$ cat src/rtl/rename_regfile.sv
// Architectural register file merged with a per-register rename status table
// (busy bit + producing ROB tag), with N combinational source ports and a commit port.
module rename_regfile #(
    parameter  int XLEN  = 32,
    parameter  int NREG  = 32,
    parameter  int ROB_W = 4,
    parameter  int NSRC  = 2,
    localparam int RW    = $clog2(NREG)
) (
    input  logic                  clk,
    input  logic                  rst,
    input  logic                  rdy,
    // Operand protocol: there is no stall; is_src_val[i] carries data only when
    // is_src_rdy[i]=1 (otherwise 0), and issue must then wait on is_src_tag[i].
    input  logic [NSRC*RW-1:0]    is_src,
    output logic [NSRC*XLEN-1:0]  is_src_val,
    output logic [NSRC-1:0]       is_src_rdy,
    output logic [NSRC*ROB_W-1:0] is_src_tag,
    input  logic                  is_ren_en,
    input  logic [RW-1:0]         is_ren_rd,
    input  logic [ROB_W-1:0]      is_ren_tag,
    output logic [NSRC*ROB_W-1:0] rob_qtag,
    input  logic [NSRC-1:0]       rob_qrdy,
    input  logic [NSRC*XLEN-1:0]  rob_qval,
    input  logic                  cm_en,
    input  logic [RW-1:0]         cm_rd,
    input  logic [XLEN-1:0]       cm_val,
    input  logic [ROB_W-1:0]      cm_tag,
    input  logic                  flush,
    output logic [NREG-1:0]       busy_vec
);

    logic [XLEN-1:0]  regs [NREG];
    logic [ROB_W-1:0] tags [NREG];
    logic [NREG-1:0]  busy;

    logic cm_wr;
    logic cm_clr;
    logic ren_wr;

    // x0 is never written nor renamed, so its entry stays at its reset value.
    assign cm_wr  = cm_en && (cm_rd != '0);
    assign cm_clr = cm_wr && busy[cm_rd] && (tags[cm_rd] == cm_tag);
    assign ren_wr = is_ren_en && (is_ren_rd != '0) && !flush;

    always_ff @(posedge clk) begin
        if (rst) begin
            busy <= '0;
            for (int r = 0; r < NREG; r++) begin
                regs[r] <= '0;
                tags[r] <= '0;
            end
        end else if (rdy) begin
            if (cm_wr) begin
                regs[cm_rd] <= cm_val;
            end
            if (flush) begin
                busy <= '0;
            end else begin
                if (cm_clr) begin
                    busy[cm_rd] <= 1'b0;
                end
                // Rename is applied after the commit clear so it wins on the same register.
                if (ren_wr) begin
                    busy[is_ren_rd] <= 1'b1;
                    tags[is_ren_rd] <= is_ren_tag;
                end
            end
        end
    end

    assign busy_vec = busy;

    for (genvar g = 0; g < NSRC; g++) begin : g_src
        logic [RW-1:0]    s;
        logic [ROB_W-1:0] t;
        logic             cm_hit;
        logic [XLEN-1:0]  val;
        logic             ok;

        assign s      = is_src[g*RW +: RW];
        assign t      = tags[s];
        assign cm_hit = cm_en && (cm_rd == s) && (cm_tag == t);

        always_comb begin
            val = '0;
            ok  = 1'b0;
            if (s == '0) begin
                ok = 1'b1;
            end else if (!busy[s]) begin
                val = regs[s];
                ok  = 1'b1;
            end else if (cm_hit) begin
                val = cm_val;
                ok  = 1'b1;
            end else if (rob_qrdy[g]) begin
                val = rob_qval[g*XLEN +: XLEN];
                ok  = 1'b1;
            end
        end

        assign is_src_val[g*XLEN +: XLEN]  = val;
        assign is_src_rdy[g]               = ok;
        assign is_src_tag[g*ROB_W +: ROB_W] = t;
        assign rob_qtag[g*ROB_W +: ROB_W]   = t;
    end

endmodule

$ cat config.mk
export PLATFORM = sky130hd
export DESIGN_NAME = rename_regfile
export DESIGN_NICKNAME = d
export VERILOG_FILES = /design/src/rtl/rename_regfile.sv
export SDC_FILE = /design/constraint.sdc
export NUM_CORES = 2
export LEC_CHECK = 0
export CAP_MARGIN = 20
export CORE_UTILIZATION = 56
export CTS_BUF_LIST = sky130_fd_sc_hd__clkbuf_16
export CTS_CLUSTER_DIAMETER = 40
export CTS_CLUSTER_SIZE = 10
export DETAILED_ROUTE_END_ITERATION = 10
export PLACE_DENSITY = 0.7
export SKIP_CTS_REPAIR_TIMING = 1
export SLEW_MARGIN = 10
export SYNTH_ARGS = -nofsm -noshare
export SYNTH_HDL_FRONTEND = slang
export SYNTH_SLANG_ARGS = --single-unit
export TNS_END_PERCENT = 1
$ cat constraint.sdc
create_clock -name clk -period 7.8 [get_ports clk]
set_input_delay 2.34 -clock clk [delete_from_list [all_inputs] [get_ports clk]]
set_output_delay 2.34 -clock clk [all_outputs]
set_load 0.005 [all_outputs]
## Yosys cells after proc, flatten, opt, wreduce, memory -nomap -nowiden

Memories as Yosys holds them, arrays and structs flattened.
Cells that the tools add are included.

- Flip-flop bits (word level): 32
- Output and inout bits: 114
- RAM bits: 1152
- Logic and storage cells: 84
- Bits of input ports: 132
- Memories kept: 2

Memories:

| memory | words | bits a word | read ports | clocked after Yosys merged registers in | write ports | line | RTL |
|---|---|---|---|---|---|---|---|
| regs | 32 | 32 | 2 | 0 | 32 | 33 | `logic [XLEN-1:0] regs [NREG];` |
| tags | 32 | 4 | 3 | 0 | 32 | 34 | `logic [ROB_W-1:0] tags [NREG];` |

- Eq/ne operators: 5
- Multiplexer cells: 49
- Bitwise logic cells: 3
- Order comparisons: 6
- Reductions and logical operators: 18

Operators by type and width:

| cell | number |
|---|---|
| $mux W32 | 15 |
| $and A32 B32 Y32 | 1 |
| $not A32 Y32 | 1 |
| $or A32 B32 Y32 | 1 |
| $reduce_or A32 Y1 | 1 |
| $mux W1 | 26 |
| $lt A5 B6 Y1 const B | 4 |
| $bmux W1 S5 | 3 |
| $eq A4 B4 Y1 | 3 |
| $logic_and A1 B1 Y1 | 11 |
| $demux W1 S5 | 2 |
| $eq A5 B5 Y1 | 2 |
| $ge A5 B1 Y1 const B | 2 |
| $logic_not A5 Y1 | 2 |
| $mux W5 | 2 |
| $reduce_bool A5 Y1 | 2 |
| $mux W4 | 1 |
| $reduce_or A4 Y1 | 1 |
| $logic_not A1 Y1 | 1 |

## Logic depth before layout (Yosys ltp)

- Depth in word-level cells: 13
- Mapped depth: 14

## Worst setup path after synthesis

OpenSTA, ideal clock, no wires.

- Path type: input-to-output
- From: in is_src[5]
- To: out is_src_val[62]
- Path slack: 574 ps
- Stages: 12
- Arrival: 4886 ps
- Required time: 5460 ps
- Path through: buf_4 buf_6 buf_6 buf_4 buf_4 buf_2 buf_2 mux4_2 a221oi_1 a21oi_1 o21ai_0 a21oi_1

- Word-level cells in the longest chain between the ends: 6
- Elaborated cells between the ends (all ways): 12

RTL lines:

| item | line | RTL |
|---|---|---|
| from (decl) | 15 | `input logic [NSRC*RW-1:0] is_src,` |
| $mem_v2 Z32 W4 or $eq A5 B5 Y1 (tied branches) | -- |  |
| $eq A4 B4 Y1 or $logic_and A1 B1 Y1 (tied branches) | 83 | `assign cm_hit = cm_en && (cm_rd == s) && (cm_tag == t);` |
| $logic_and A1 B1 Y1 | 83 |  |
| $mux W32 | 93 | `end else if (cm_hit) begin` |
| $mux W32 | 90 | `end else if (!busy[s]) begin` |
| $mux W32 * | 88 | `if (s == '0) begin` |
| to (decl) | 16 | `output logic [NSRC*XLEN-1:0] is_src_val,` |

Mark *: on every way between the ends. The rest lies on a longest branch, timed or not. The select of a mux whose other input is x is not followed.

## Worst setup path in the final report

- From: in is_src[0]
- To: out is_src_val[1]

The elaborated chain is that of the path after synthesis.

==> flow_summary.rst <==
.. list-table::
   :header-rows: 1

   * - Metric
     - Value
   * - Post-layout min period
     - 7.972 ns
   * - CTS clk-pin slew, worst paths
     - about 0.050 ns
   * - Asr flop ratio synth
     - 0%
   * - Overall routed net length
     - ~240 mm
   * - Worst Setup Slack, final
     - -0.1722 ns
   * - Clock Root Buffer
     - sky130_fd_sc_hd__clkbuf_16
   * - Netlist Area Pre-Place
     - about 67,000 µm²
   * - Unrepaired setup endpoints after global routing
     - yes
   * - Vias after detailed routing
     - roughly 49,000
   * - Depth of the most critical reg-to-reg path
     - 8
   * - Max cap viols
     - 0
   * - Die width
     - 347.6 µm
   * - Share of the core filled with cells
     - 67.18%
   * - Yosys warning count
     - 0
   * - Violated checks
     - setup timing
   * - Clock tree from TritonCTS
     - done
   * - Global-route wire length before repair
     - 338.2 mm
   * - Setup TNS after final layout
     - -0.7116 ns
   * - Syn_area_per_cell
     - between 10 and 15 µm²
   * - Worst R2R End
     - busy_vec[2]
   * - Power per cell area
     - 222.7 nW/µm²
   * - Number of levels in the clock H-tree
     - 4
   * - Worst setup path endpoint
     - is_src_val[1]
   * - Required @ worst endpoint
     - around 5.5 ns
   * - Crit path max fanout
     - 15
   * - Post-synth EDFFs
     - 1,152
   * - Clock latency reported for the late side of the worst-skew pair
     - 0.79 ns
   * - Initial detailed-routing violation count
     - just under 7,000
   * - Synthesized instance count
     - about 5,000
   * - # DRC
     - 0
   * - Floorplan row count
     - roughly 130
   * - WS Path Type
     - in2out
   * - Detailed-router iteration count before antenna repair
     - 9
   * - Max Clk Rate
     - about 0.13 GHz
   * - Wire length per cell after detailed routing
     - 34.77 µm
   * - Core Footprint
     - 118,200 µm²
   * - Result of the run
     - finished, violations left
   * - TritonCTS buffer count
     - approximately 170
   * - Most common cell after layout, fill and taps aside
     - sky130_fd_sc_hd__edfxtp_1
   * - Layout Skew
     - approximately 0.02 ns
   * - Maximum buffer depth of the clock tree
     - 3
   * - Boundary pin count
     - about 250
   * - Synth Register Bits
     - 1,184
   * - Antenna violations before repair
     - 7
   * - GP Congestion
     - just under 1
   * - Leading cell types in the layout, fill and taps excluded
     - sky130_fd_sc_hd__edfxtp_1 (1,152), sky130_fd_sc_hd__and2_1 (770), sky130_fd_sc_hd__mux4_2 (517)
   * - Leakage power
     - 0.02887 µW
   * - Number of max-slew violations in the final report
     - 0
   * - Initial Utilization
     - 56.58%
   * - Arr. time, crit path
     - approximately 5.6 ns
   * - Synth area leaders
     - sky130_fd_sc_hd__edfxtp_1 (52%), sky130_fd_sc_hd__mux4_2 (17%), sky130_fd_sc_hd__and2_1 (7.2%)
   * - Setup violation total in the final timing report
     - 6
   * - Maximum resistive drop on vdd
     - approximately 0.25 mV
   * - Normalized max-slew margin
     - around a quarter
   * - Final HPWL DP
     - around 150 mm
   * - Area fraction of the dominant cell type after synthesis
     - between 50% and 60%
   * - Mean number of vias per cell
     - about 7.1
   * - Clock sink count
     - between 1,000 and 1,500
   * - NumNets Final
     - ~5,300
   * - Endpoint kind of the worst setup timing path
     - output port
   * - Flop-to-flop setup slack
     - approximately 4.7 ns
   * - Number of nets with antenna violations after routing
     - 0
   * - Register area share after synthesis
     - about 53%
   * - Tightest Hold Check Type
     - reg2reg
   * - Transition at the pin with the smallest max-transition slack
     - 1.125 ns
   * - Library cell with the largest summed area after synthesis
     - sky130_fd_sc_hd__edfxtp_1
   * - Final count of hold timing violations
     - 0
   * - Launching point of the worst reg2reg path
     - tags[6][0]
   * - Final cell count without fillers
     - a little under 7,000
   * - Worst setup path start
     - is_src[0]
   * - Die span in y
     - 347.6 µm
   * - Share of post-route cells with drive strength above 1
     - between 20% and 30%
   * - Total placed cells including tap cells
     - approximately 6,600
   * - Pin count of the biggest net entering global routing
     - 65
   * - Most used DFF post-synth
     - sky130_fd_sc_hd__edfxtp_1
   * - Tot GR Track Use
     - about two fifths
   * - Port Buffer Count
     - around 250
   * - Vias in the first global route
     - ~49,000
   * - Count of different cell masters after synthesis
     - 63
   * - Die area
     - around 120,000 µm²
   * - Final worst-path cycle share
     - 102.2%
   * - Area grow syn2layout
     - 18.74%
   * - Aggregate global routing overflow
     - 0
   * - Element type at the critical path start
     - input pin
   * - Total Power Consumption
     - roughly 18,000 µW
## cells by family after synthesis
| logic type | count (synthesis) | synth area share, % |
|---|---|---|
| XOR/XNOR | 20 | 0.2619 |
| buffers and inverters | 588 | 3.778 |
| AND/OR/NAND/NOR | 1557 | 13.41 |
| flip-flops | 1184 | 52.67 |
| other | 1 | 0.005606 |
| multiplexers | 970 | 24.25 |
| AO/OA/AOI/OAI | 559 | 5.624 |
## critical path, cell delays in order
cell and delay, ns:
sky130_fd_sc_hd__buf_16 0.15, sky130_fd_sc_hd__mux4_2 0.52, sky130_fd_sc_hd__mux2_2 0.32, sky130_fd_sc_hd__a22oi_1 0.18
sky130_fd_sc_hd__a22o_1 0.22, sky130_fd_sc_hd__xor2_1 0.22, sky130_fd_sc_hd__nand4_1 0.15, sky130_fd_sc_hd__buf_6 0.20
sky130_fd_sc_hd__clkbuf_16 0.20, sky130_fd_sc_hd__mux2i_1 0.15, sky130_fd_sc_hd__a211oi_2 0.27, sky130_fd_sc_hd__buf_4 0.18
sky130_fd_sc_hd__clkdlybuf4s50_1 0.51
## routing by layer
layer | track usage [%] | vias to the layer above | share of wire [%]
li1 | - | 19742 | -
met1 | 52.40 | 24526 | 36
met2 | 59.00 | 3785 | 45
met3 | 10.86 | 694 | 13
met4 | 19.44 | 4 | 5.4
met5 | 0 | - | 0.012
## through the flow
| stage | setup WS [ns] | area, µm² | hold WS (ns) |
|---|---|---|---|
| after CTS | -0.3549 | 78780 | 0.5666 |
| after global routing | -0.2086 | 79430 | 0.5608 |
| after global placement | -0.3359 | 73020 | 0.5482 |
| after floorplan | 0.5737 | 67030 | 0.4639 |
| final | -0.1722 | 79430 | 0.5678 |
| after detailed placement | -0.3243 | 73070 | 0.5564 |
## cell type report
| cell class | count | area (µm²) |
|---|---|---|
| Fill cell | 8343 | 38800 |
| Clock inverter | 120 | 1361 |
| Inverter | 22 | 82.58 |
| Antenna cell | 2 | 5.005 |
| Multi-Input combinational cell | 3142 | 29640 |
| Tap cell | 1536 | 1922 |
| Timing Repair Buffer | 692 | 6830 |
| Sequential cell | 1184 | 35230 |
| Clock buffer | 174 | 4354 |
## registers in the layout, indices dropped and copies added, names as in the netlist
register  count
busy_vec     32
tags        128
regs       1024
## worst min-delay path by stage
stage / cells past startpoint / startpoint / slack, ns / end
final: 2 / busy_vec[0] / 0.57 / busy_vec[0]
after global routing: 2 / busy_vec[0] / 0.56 / busy_vec[0]
after CTS: 2 / busy_vec[0] / 0.57 / busy_vec[0]
after detailed placement: 2 / busy_vec[0] / 0.56 / busy_vec[0]
after global placement: 2 / busy_vec[0] / 0.55 / busy_vec[0]
after floorplan: 2 / busy_vec[0] / 0.46 / busy_vec[0]
## where the power goes
group / total (µW) / switching, µW / internal [µW]
clock network: 7820 / 2940 / 4870
logic: 2370 / 1310 / 1060
registers: 7510 / 195 / 7310
## cells in the mapped netlist, drive strengths merged, types with 6 or more instances
| library cell | number |
|---|---|
| a22o | 6 |
| nand3 | 36 |
| or3 | 10 |
| or4bb | 6 |
| and3 | 64 |
| o31ai | 10 |
| nor2 | 77 |
| o21ai | 93 |
| o211ai | 30 |
| nand4 | 8 |
| or2 | 64 |
| a21oi | 141 |
| nor4 | 11 |
| dfxtp | 32 |
| a22oi | 30 |
| clkbuf | 397 |
| mux4 | 517 |
| a21o | 14 |
| nor3 | 402 |
| xnor2 | 14 |
| nor2b | 24 |
| mux2i | 433 |
| buf | 169 |
| and2 | 771 |
| a211oi | 66 |
| inv | 21 |
| mux2 | 20 |
| edfxtp | 1152 |
| a311oi | 15 |
| a221oi | 84 |
| nor3b | 7 |
| o22ai | 39 |
| nand2 | 52 |
| xor2 | 6 |
| o221ai | 6 |
Power figures use the tool's default switching activity.
